<file path="config.mk">
export PLATFORM = sky130hd
export DESIGN_NAME = wb_master_xfer
export DESIGN_NICKNAME = d
export VERILOG_FILES = /design/src/rtl/wb_master_xfer.sv
export SDC_FILE = /design/constraint.sdc
export NUM_CORES = 1
export LEC_CHECK = 0
export BUFFER_PORTS_ARGS = -buffer_cell sky130_fd_sc_hd__buf_2
export CAP_MARGIN = 5
export CORE_ASPECT_RATIO = 0.75
export CORE_MARGIN = 10
export CORE_UTILIZATION = 49
export CTS_CLUSTER_DIAMETER = 30
export CTS_CLUSTER_SIZE = 40
export DETAILED_ROUTE_END_ITERATION = 7
export HOLD_SLACK_MARGIN = 0.1
export PLACE_DENSITY = 0.8
export SYNTH_ARGS = -nofsm -noshare
export SYNTH_HDL_FRONTEND = slang
export SYNTH_SLANG_ARGS = --single-unit
</file>
<file path="constraint.sdc">
create_clock -name clk_i -period 2.2 [get_ports clk_i]
set_clock_uncertainty 0.05 [all_clocks]
set_input_delay 0.11 -clock clk_i [delete_from_list [all_inputs] [get_ports clk_i]]
set_output_delay 0.11 -clock clk_i [all_outputs]
set_load 0.005 [all_outputs]
</file>
<file path="src/rtl/wb_master_xfer.sv">
// Wishbone B4 classic-cycle block master: incrementing-address read/write bursts with
// ACK/ERR/RTY handling. Define WB_MASTER_XFER_TIMEOUT_EN to abort a silent STROBE phase.
module wb_master_xfer #(
    parameter int unsigned ADDR_W    = 32,
    parameter int unsigned DATA_W    = 32,
    parameter int unsigned LEN_W     = 8,
    parameter int unsigned MAX_RETRY = 3,
`ifdef WB_MASTER_XFER_TIMEOUT_EN
    parameter int unsigned TIMEOUT   = 255,
`endif
    localparam int unsigned SEL_W    = DATA_W / 8
) (
    input  logic              clk_i,
    input  logic              rst_ni,

    input  logic              cmd_valid_i,
    output logic              cmd_ready_o,
    input  logic              cmd_we_i,
    input  logic [ADDR_W-1:0] cmd_adr_i,
    input  logic [SEL_W-1:0]  cmd_sel_i,
    input  logic [LEN_W-1:0]  cmd_len_i,

    input  logic [DATA_W-1:0] wdat_i,
    input  logic              wdat_valid_i,
    output logic              wdat_ready_o,

    output logic [DATA_W-1:0] rdat_o,
    output logic              rdat_valid_o,

    output logic              done_o,
    output logic [1:0]        status_o,
    output logic [LEN_W:0]    beats_o,

    output logic              cyc_o,
    output logic              stb_o,
    output logic              we_o,
    output logic [ADDR_W-1:0] adr_o,
    output logic [SEL_W-1:0]  sel_o,
    output logic [DATA_W-1:0] dat_o,
    input  logic [DATA_W-1:0] dat_i,
    input  logic              ack_i,
    input  logic              err_i,
    input  logic              rty_i
);

    localparam int unsigned RtyW = (MAX_RETRY > 0) ? $clog2(MAX_RETRY + 1) : 1;

    localparam logic [1:0] StsOk  = 2'd0;
    localparam logic [1:0] StsErr = 2'd1;
    localparam logic [1:0] StsRty = 2'd2;

    typedef enum logic [2:0] {
        StIdle,
        StWaitWdat,
        StStrobe,
        StRetryGap,
        StFinish
    } state_e;

    state_e              state_q, state_d;
    logic                cyc_q, cyc_d;
    logic                stb_q, stb_d;
    logic                we_q, we_d;
    logic [ADDR_W-1:0]   adr_q, adr_d;
    logic [SEL_W-1:0]    sel_q, sel_d;
    logic [DATA_W-1:0]   dat_q, dat_d;
    logic [LEN_W-1:0]    len_q, len_d;
    logic [LEN_W:0]      beat_q, beat_d;
    logic [RtyW-1:0]     rty_q, rty_d;
    logic [DATA_W-1:0]   rdat_q, rdat_d;
    logic                rdat_valid_q, rdat_valid_d;
    logic                done_q, done_d;
    logic [1:0]          status_q, status_d;
    logic [LEN_W:0]      beats_q, beats_d;

`ifdef WB_MASTER_XFER_TIMEOUT_EN
    localparam int unsigned ToW = (TIMEOUT > 0) ? $clog2(TIMEOUT + 1) : 1;
    localparam logic [1:0]  StsTimeout = 2'd3;

    logic [ToW-1:0] to_cnt_q, to_cnt_d;
`endif

    always_comb begin
        state_d      = state_q;
        we_d         = we_q;
        adr_d        = adr_q;
        sel_d        = sel_q;
        dat_d        = dat_q;
        len_d        = len_q;
        beat_d       = beat_q;
        rty_d        = rty_q;
        rdat_d       = rdat_q;
        rdat_valid_d = 1'b0;
        status_d     = status_q;
        beats_d      = beats_q;
`ifdef WB_MASTER_XFER_TIMEOUT_EN
        to_cnt_d     = '0;
`endif

        unique case (state_q)
            StIdle: begin
                if (cmd_valid_i) begin
                    we_d    = cmd_we_i;
                    adr_d   = cmd_adr_i;
                    sel_d   = cmd_sel_i;
                    len_d   = cmd_len_i;
                    beat_d  = '0;
                    rty_d   = '0;
                    state_d = cmd_we_i ? StWaitWdat : StStrobe;
                end
            end
            StWaitWdat: begin
                if (wdat_valid_i) begin
                    dat_d   = wdat_i;
                    state_d = StStrobe;
                end
            end
            StStrobe: begin
                // Termination priority: ERR over RTY over ACK.
                if (err_i) begin
                    status_d = StsErr;
                    beats_d  = beat_q;
                    state_d  = StFinish;
                end else if (rty_i) begin
                    if (32'(rty_q) < MAX_RETRY) begin
                        rty_d   = rty_q + 1'b1;
                        state_d = StRetryGap;
                    end else begin
                        status_d = StsRty;
                        beats_d  = beat_q;
                        state_d  = StFinish;
                    end
                end else if (ack_i) begin
                    beat_d = beat_q + 1'b1;
                    rty_d  = '0;
                    adr_d  = adr_q + ADDR_W'(SEL_W);
                    if (!we_q) begin
                        rdat_d       = dat_i;
                        rdat_valid_d = 1'b1;
                    end
                    if (beat_q == {1'b0, len_q}) begin
                        status_d = StsOk;
                        beats_d  = beat_d;
                        state_d  = StFinish;
                    end else if (we_q) begin
                        state_d = StWaitWdat;
                    end
                end
`ifdef WB_MASTER_XFER_TIMEOUT_EN
                else if (32'(to_cnt_q) == TIMEOUT - 1) begin
                    status_d = StsTimeout;
                    beats_d  = beat_q;
                    state_d  = StFinish;
                end else begin
                    to_cnt_d = to_cnt_q + 1'b1;
                end
`endif
            end
            StRetryGap: begin
                state_d = StStrobe;
            end
            StFinish: begin
                state_d = StIdle;
            end
            default: begin
                state_d = StIdle;
            end
        endcase

        // Bus strobes are registered from the next state so they never glitch.
        cyc_d  = (state_d == StWaitWdat) || (state_d == StStrobe) || (state_d == StRetryGap);
        stb_d  = (state_d == StStrobe);
        done_d = (state_d == StFinish);
    end

    always_ff @(posedge clk_i) begin
        if (!rst_ni) begin
            state_q      <= StIdle;
            cyc_q        <= 1'b0;
            stb_q        <= 1'b0;
            we_q         <= 1'b0;
            adr_q        <= '0;
            sel_q        <= '0;
            dat_q        <= '0;
            len_q        <= '0;
            beat_q       <= '0;
            rty_q        <= '0;
            rdat_q       <= '0;
            rdat_valid_q <= 1'b0;
            done_q       <= 1'b0;
            status_q     <= '0;
            beats_q      <= '0;
`ifdef WB_MASTER_XFER_TIMEOUT_EN
            to_cnt_q     <= '0;
`endif
        end else begin
            state_q      <= state_d;
            cyc_q        <= cyc_d;
            stb_q        <= stb_d;
            we_q         <= we_d;
            adr_q        <= adr_d;
            sel_q        <= sel_d;
            dat_q        <= dat_d;
            len_q        <= len_d;
            beat_q       <= beat_d;
            rty_q        <= rty_d;
            rdat_q       <= rdat_d;
            rdat_valid_q <= rdat_valid_d;
            done_q       <= done_d;
            status_q     <= status_d;
            beats_q      <= beats_d;
`ifdef WB_MASTER_XFER_TIMEOUT_EN
            to_cnt_q     <= to_cnt_d;
`endif
        end
    end

    assign cmd_ready_o  = (state_q == StIdle);
    assign wdat_ready_o = (state_q == StWaitWdat);
    assign rdat_o       = rdat_q;
    assign rdat_valid_o = rdat_valid_q;
    assign done_o       = done_q;
    assign status_o     = status_q;
    assign beats_o      = beats_q;
    assign cyc_o        = cyc_q;
    assign stb_o        = stb_q;
    assign we_o         = we_q;
    assign adr_o        = adr_q;
    assign sel_o        = sel_q;
    assign dat_o        = dat_q;

endmodule

</file>
==> results.cfg, run 1 <==
[critical_path]
cp-end-kind = register
slowest_delay_ns = 0.63
path_max_fanout = 6
cp-start-kind = register
cp.arrival_ns = 2.31
rrSetupSlack_ns = 0.14
worstPathCellList = nand4_1, or4_4, nor3_2, a211oi_1, a311oi_1
worstSetupPathType = register to register
critPathBufInv = 0
slowest_stage = or4_4
crit_family = simple AND/OR/NAND/NOR gates
cp.required_ns = 2.46

[flow_run]
max_cap_violations = 0

[final_layout]
drive_gt1_frac = 0.291
regArea_sq_um = 2770
synthToLayoutAreaGrowth_pct = 50.9
nets = 1269
fill_cells = 873
utilization = 0.762
multi_input_area_sq_um = 3240

[global_routing]
met3_usage = 0.0684
busiest_layer = met2
grt_pass1_vias = 7338
overflow = 0
grt_max_degree = 47
grt_pass1_wl_mm = 40.1
grt.total_usage = 0.277
antenna_found_initial = 5
grt_use_met2 = 0.459
grt_util_met1 = 0.329

[yosys]
synth_flop_cell = dfxtp_1
synthCells = 812
ys_types = 60
seq_area_frac_synth = 0.442
netlist.area_leader.share = 0.442
synth_edf_count = 0
synthArstFlopShare = 0
syn_nets = 931
yosys_warnings = 0
synth.cell_area_sq_um = 6260
synth_area_leaders = dfxtp_1 (44%), nand2_1 (12%), a21oi_1 (9.9%)
avgSynthCellArea_sq_um = 7.71
synth_top_area_cell = dfxtp_1
synth_seq_cells = 138

[floorplanning]
die_y_microns = 118
core_sq_um = 12400
die_x_microns = 150
initial_utilization = 0.505
io_pins = 234
dieArea_sq_um = 17700
num_rows = 35

[outcome]
outcome = complete, no violations

[timing]
timing_hold_violations_final = 0
max_freq_mhz = 486
setup_tns_ns = 0
setup_violations = 0
min_period_ns = 2.06
worst_pin_slew_ns = 0.535
rsz0062_at_grt = no
whs_ns = 0.131
slew_headroom = 0.644
finalCritPeriodShare = 0.936
report.final.slew_viol_count = 0

[worst_hold_path]
worstHoldPathType = primary input to register

[routing]
vias = 7623
routed_wl_mm = 25.9
avgRoutedWirePerCell_microns = 19.4
ant_nets = 0
via_per_inst = 5.71
firstDrtPassIters = 6
drt-initial-drc-count = 940
drc_errors = 0

[power_and_ir_drop]
powerDensity_nw_per_um2 = 699
max-vdd-ir-drop_mv = 0.606
p_leak_nw = 4.06

[placed_design]
place.gp.congestion = 0.930
hpwl_mm = 15.8
io_buffers = 233

[clock_tree]
cts.htree.levels = 4
clkTransAtPathRegs_ns = 0.06
clock-sinks = 138
clk_latency_ns = 0.41
tritoncts = yes
cts_max_path_buffers = 2
cts_root_buf = clkbuf_16
cts-buffers-inserted = 17
-- cell usage in the layout, fill, tap and decap left out, types with 8 or more instances in the layout --
cell type	instances
clkbuf_16	17
dfxtp_1	136
xor2_1	8
a31oi_1	8
buf_4	37
a211oi_1	11
nand3_1	29
o31ai_1	9
dlygate4sd3_1	110
nand2_1	195
and3_1	14
nor2_1	39
o21ai_0	31
a21oi_1	124
nand4_1	10
buf_2	233
nor3_1	18
-- worst register-to-register path, stage by stage, from the launching register on --
cell and delay (ns):
dfxtp_1 0.42, nand4_1 0.29, or4_4 0.63, nor3_2 0.20
a211oi_1 0.11, a311oi_1 0.27
-- timing repair --
action                                  4_1_cts  5_1_grt
setup buffers                                 0        0
gates resized for setup                       1       10
endpoints found under the hold margin       111        0
endpoints found under the setup margin        1       16
hold buffers                                110        0
-- power by group --
part           leakage, nW  internal, W  switching, W  total, W
clock                0.266      0.00159       0.00113   0.00272
sequential            1.12      0.00263      0.000131   0.00276
combinational         2.67     0.000534      0.000586   0.00112
-- per-stage QoR --
stage / setup WS [ns] / total power [W] / cell area, sq um / std cells
2_1_floorplan: 0.159 / 0.00327 / 6260 / 812
3_3_place_gp: 0.0887 / 0.00370 / 7730 / 1187
3_5_place_dp: -0.00447 / 0.00371 / 7730 / 1187
4_1_cts: 0.0501 / 0.00656 / 9390 / 1329
5_1_grt: 0.00657 / 0.00684 / 9440 / 1334
6_report: 0.141 / 0.00660 / 9440 / 1334
-- metal layers --
layer | vias up | wire, microns
li1 | 3534 | -
met1 | 3492 | 9400
met2 | 511 | 12700
met3 | 86 | 2730
met4 | 0 | 1080
met5 | - | 0
-- synthesized netlist by cell type (all sizes together) (4+ instances only) --
cell    instances
a31oi          10
nor2           40
o22ai           5
clkbuf         49
and2            4
nand2         195
or3             8
dfxtp         138
buf            17
xnor2           7
o211ai          6
a211oi         11
and3           14
xor2            8
nor3           21
nand4          11
nand3          30
a21oi         124
a22oi           4
inv             8
o21ai          33
nor3b           4
o31ai           9
nand4b          4
-- state kept, by name (all words and copies together) (netlist names), 2 cells and up --
| register | cells |
|---|---|
| len_q | 8 |
| beats_o | 9 |
| state_q | 3 |
| rty_q | 2 |
| sel_o | 4 |
| status_o | 2 |
| dat_o | 32 |
| adr_o | 32 |
| beat_q | 9 |
| rdat_o | 32 |
-- cell type report --
type                    count  area share
clock inverters            13      0.0126
flip-flops and latches    138       0.293
multi-input cells         600       0.343
well taps                 166      0.0220
clock buffers              19      0.0469
repair buffers            385       0.278
diodes                      5     0.00133
inverters                   8     0.00331
-- logic make-up after synthesis --
| group | share of synthesized area |
|---|---|
| simple gates | 0.264 |
| compound gates | 0.215 |
| buf+inv | 0.0498 |
| fa+ha+maj | 0.00600 |
| mux | 0.00360 |
| xor+xnor | 0.0210 |
| flops | 0.442 |
-- path summary, 6_finish.rpt --
kind / start / endpoint / cells after the start
min reg2reg: rdat_o[26] / rdat_o[26] / 2
min: cmd_adr_i[18] / adr_o[18] / 4
max: adr_o[7] / adr_o[25] / 5
max reg2reg: adr_o[7] / adr_o[25] / 5
(Power assumes the default switching activity.)
==> inputs of run 2 (changes only) <==
- ABC_AREA: not set -> 1
- CORE_UTILIZATION: 49 -> 50
- PLACE_DENSITY: 0.8 -> 0.81
==> results.cfg, run 2 <==
[final_layout]
nets = 1360
utilization = 0.767
final_common_cell = buf_2
drive_gt1_frac = 0.251
fin_cells = 1423
postLayoutCellArea_sq_um = 9540
fill_cells = 883
final_cell_mix = buf_2 (233), nand2_1 (209), dfxtp_1 (138)
synthToLayoutAreaGrowth_pct = 48.0
regArea_sq_um = 2760
multi_input_area_sq_um = 3220

[clock_tree]
clk_latency_ns = 0.41
ctsResizeCount = 0
cts_max_path_buffers = 2
tritoncts = yes
cts-buffers-inserted = 17
cts.htree.levels = 4
clock-sinks = 138
cts_root_buf = clkbuf_16
clkTransAtPathRegs_ns = 0.06

[yosys]
avgSynthCellArea_sq_um = 7.12
synth.most_common_cell = nand2_1
synthArstFlopShare = 0
seq_area_frac_synth = 0.429
synth.cell_area_sq_um = 6450
synth_edf_count = 0
syn_nets = 1024
synthCells = 905
yosys-top-cells-count = nand2_1 (209), dfxtp_1 (138), nor2_1 (110)
ys_types = 47
synth_flop_cell = dfxtp_1
netlist.area_leader.share = 0.429
synth_area_leaders = dfxtp_1 (43%), nand2_1 (12%), nand3_1 (6.9%)
synth_top_area_cell = dfxtp_1
yosys_warnings = 0
synth_seq_cells = 138

[power_and_ir_drop]
swShare = 0.272
p_int_w = 0.00511
switchingPower_w = 0.00191
max-vdd-ir-drop_mv = 0.568
powerDensity_nw_per_um2 = 735
p_leak_nw = 4.37
combPwrFrac = 0.166
power_w = 0.00702
p_clk_frac = 0.436
p_seq_frac = 0.399

[routing]
via_per_inst = 5.34
vias = 7605
firstDrtPassIters = 6
routed_wl_mm = 24.7
avgRoutedWirePerCell_microns = 17.4
ant_nets = 0
drc_errors = 0
drt-initial-drc-count = 704

[critical_path]
slowest_delay_ns = 0.54
cp.required_ns = 2.45
cp-start-kind = primary input
cp.arrival_ns = 2.20
slowest_stage = dlygate4sd3_1
worstSetupPathType = primary input to register
path_max_fanout = 33
worstPathCellList = dlygate4sd3_1, buf_2, nor2_4, inv_2, nor4_4, inv_2, nor2_1, nor2_1
cp-end-kind = register

[floorplanning]
io_pins = 234
core_sq_um = 12400
dieArea_sq_um = 17900
die_y_microns = 118
initial_utilization = 0.518
die_x_microns = 151
num_rows = 35

[timing]
min_period_ns = 1.95
setup_tns_ns = 0
slew_headroom = 0.624
worst_pin_slew_ns = 0.563
report.final.slew_viol_count = 0
setup_violations = 0
max_freq_mhz = 513
rsz0062_at_grt = no
timing_hold_violations_final = 0
finalCritPeriodShare = 0.887

[global_routing]
grt.total_usage = 0.267
overflow = 0
antenna_found_initial = 4
grt_pass1_wl_mm = 39.0
grt_pass1_vias = 7406
grt_max_degree = 54

[placed_design]
place_area_sq_um = 7780
hpwl_mm = 15.4
place.gp.congestion = 0.927
io_buffers = 233
dp_cells = 1276

[flow_run]
max_cap_violations = 0

[worst_hold_path]
worstHoldPathType = primary input to register

[outcome]
outcome = complete, no violations
## run 2: changes by cell type in the layout (fill, tap and decap cells not counted), moves of 19 or more
| cell | previous run | this run |
|---|---|---|
| a21oi_1 | 124 | 81 |
| buf_4 | 37 | 18 |
| inv_1 | 7 | 58 |
| nand3_1 | 29 | 89 |
| nor2_1 | 39 | 110 |
| o21ai_0 | 31 | 61 |
## run 2: stage by stage
| step | worst slack (ns) | hold WS, ns |
|---|---|---|
| after detailed placement | 0.342 | 0.288 |
| after global routing | 0.0299 | 0.163 |
| after floorplan | 0.470 | 0.195 |
| after CTS | 0.312 | 0.113 |
| final | 0.249 | 0.133 |
| after global placement | 0.395 | 0.280 |
## run 2: routing by layer
layer	track usage	share of wire	up-vias
met3	0.0957	0.11	71
met5	0	0	-
met4	0.118	0.034	0
met1	0.318	0.39	3455
li1	-	-	3662
met2	0.421	0.46	417
## run 2: area by class of cell
| type | instances | share of cell area |
|---|---|---|
| multi-input combinational | 656 | 0.337 |
| timing repair buffer | 366 | 0.260 |
| tap | 166 | 0.0218 |
| inverter | 62 | 0.0244 |
| clock inverter | 13 | 0.0199 |
| clock buffer | 18 | 0.0460 |
| antenna | 4 | 0.00105 |
| sequential | 138 | 0.290 |
## run 2: critical path: cells and delay by family
family	cells	cell delay, ns
buffers and inverters	4	1.15
AND/OR/NAND/NOR	4	0.91
## run 2: timing repair
action,CTS,global route
setup buffers,0,0
hold endpoints to repair,114,0
hold buffers,112,0
## run 2: logic make-up (layout without fill, tap and decap cells)
kind of cell | after synthesis | after routing | synth area share
buffers and inverters | 111 | 459 | 0.0734
xor gates and xnor gates | 11 | 11 | 0.0149
and+or+nand+nor | 452 | 452 | 0.309
adders and majority gates | 3 | 3 | 0.00582
DFF | 138 | 138 | 0.429
AOI/OAI and AO/OA | 190 | 190 | 0.168
other | 0 | 4 | 0
## run 2: path summary, 6_finish.rpt
check,start,endpoint,slack (ns),cells past startpoint
hold / removal,cmd_valid_i,len_q[3],0.13,4
setup reg to reg,adr_o[3],adr_o[30],0.26,10
setup / recovery,err_i,rdat_o[26],0.25,8
hold reg to reg,dat_o[3],dat_o[3],0.41,2
## run 2: power groups by stage
| stage | clock network [W] | registers, W | logic (W) |
|---|---|---|---|
| after floorplan | 0 | 0.00282 | 0.000565 |
| after global placement | 0 | 0.00283 | 0.000951 |
| after detailed placement | 0 | 0.00284 | 0.000962 |
| after CTS | 0.00308 | 0.00279 | 0.00113 |
| after global routing | 0.00319 | 0.00281 | 0.00127 |
| final | 0.00306 | 0.00280 | 0.00116 |
==> inputs of run 3 (changes only) <==
- PLACE_DENSITY: 0.81 -> not set
- PLACE_DENSITY_LB_ADDON: not set -> 0.08
==> results.cfg, run 3 (same netlist as run 2, synthesis figures left out) <==
[final_layout]
final_cell_mix = buf_2 (233), nand2_1 (209), dfxtp_1 (137)
nets = 1362
final_common_cell = buf_2
postLayoutCellArea_sq_um = 9540
utilization = 0.767
drive_gt1_frac = 0.252
synthToLayoutAreaGrowth_pct = 48.1

[global_routing]
grt.total_usage = 0.253
grt_max_degree = 59
grt_pass1_vias = 7155
grt_pass1_wl_mm = 37.5
antenna_found_initial = 1
overflow = 0

[floorplanning]
io_pins = 234
num_rows = 35
core_sq_um = 12400
die_y_microns = 118
initial_utilization = 0.518
dieArea_sq_um = 17900
die_x_microns = 151

[timing]
worst_pin_slew_ns = 0.554
min_period_ns = 2.05
layout_setup_ws_ns = 0.151
finalCritPeriodShare = 0.932
setup_violations = 0
slew_headroom = 0.630
rsz0062_at_grt = no
timing_hold_violations_final = 0
max_freq_mhz = 488
report.final.slew_viol_count = 0
setup_tns_ns = 0

[critical_path]
worstPathCellList = nor3_4, nand2_2, buf_4, inv_1, a22oi_1, dlygate4sd3_1, nand2_1, nor2_1, nor2_1
cp-end-kind = register
slowest_delay_ns = 0.58
cpMostUsedCell = nor2_1
slowest_stage = dlygate4sd3_1
cp.arrival_ns = 2.35
crit_family = buffers and inverters
cp-start-kind = register
cp.required_ns = 2.50
worstSetupPathType = register to register
path_max_fanout = 7
reg2reg_depth = 9
critPathBufInv = 3
cp.depth = 9

[routing]
firstDrtPassIters = 5
avgRoutedWirePerCell_microns = 16.6
via_per_inst = 5.26
vias = 7478
drc_errors = 0
routed_wl_mm = 23.7
ant_nets = 0
drt-initial-drc-count = 606

[power_and_ir_drop]
p_clk_frac = 0.445
p_leak_nw = 4.37
power_w = 0.00711
p_int_w = 0.00519
powerDensity_nw_per_um2 = 745
max-vdd-ir-drop_mv = 0.642
p_seq_frac = 0.393
switchingPower_w = 0.00192
swShare = 0.270
combPwrFrac = 0.162

[clock_tree]
cts_root_buf = clkbuf_16
cts-buffers-inserted = 17
cts_max_path_buffers = 2
clkTransAtPathRegs_ns = 0.06
clk_latency_ns = 0.42
tritoncts = yes
clock-sinks = 138
cts.htree.levels = 4

[placed_design]
place_area_sq_um = 7760
hpwl_mm = 15.3
io_buffers = 233
place.gp.congestion = 0.916
preCtsSetupSlack_ns = 0.281

[worst_hold_path]
holdPathStages = 5
worstHoldPathType = primary input to register

[outcome]
outcome = complete, no violations

[flow_run]
max_cap_violations = 0
==> run 3: per-stage QoR <==
step / std cells / hold WS (ns)
2_1_floorplan: 905 / 0.195
3_3_place_gp: 1277 / 0.284
3_5_place_dp: 1277 / 0.289
4_1_cts: 1421 / 0.131
5_1_grt: 1422 / 0.166
6_report: 1422 / 0.165
==> run 3: worst register-to-register path, delay by kind of cell (launching register included) <==
kind,cells,cell delay (ns)
AND/OR/NAND/NOR,5,0.57
flip-flops,1,0.37
AO/OA/AOI/OAI,1,0.08
buffers and inverters,3,0.93
==> run 3: metal layers <==
metal,vias up,global-route usage,part of all wire
met4,0,0.0966,0.025
met3,50,0.0740,0.095
met5,-,0,0
met1,3403,0.318,0.43
li1,3666,-,-
met2,359,0.398,0.45
==> run 3: power by group through the flow <==
stage                     logic, W  registers [W]  clock network (W)
final                      0.00115        0.00280            0.00316
after global routing       0.00126        0.00282            0.00330
after CTS                  0.00112        0.00279            0.00320
after detailed placement  0.000957        0.00284                  0
after global placement    0.000949        0.00284                  0
after floorplan           0.000565        0.00282                  0
==> run 3: path summary, 6_finish.rpt <==
check             slack (ns)   endpoint   startpoint
setup / recovery        0.15      cyc_o   state_q[1]
hold / removal          0.16   sel_o[1]  cmd_valid_i
setup reg to reg        0.15      cyc_o   state_q[1]
hold reg to reg         0.41  dat_o[30]    dat_o[30]
==> run 3: final cells by class <==
cell class                      count  area, sq um
Tap cell                          166          208
Clock inverter                     14          220
Clock buffer                       17          425
Sequential cell                   138         2760
Antenna cell                        1         2.50
Timing Repair Buffer              368         2470
Multi-Input combinational cell    656         3220
Fill cell                         925         2890
Inverter                           62          233
==> run 3: repair_timing <==
action,in CTS,in global routing
buffers inserted,0,0
gates resized for setup,0,1
hold buffers,113,0
hold endpoints to repair,114,0
endpoints found under the setup margin,0,1
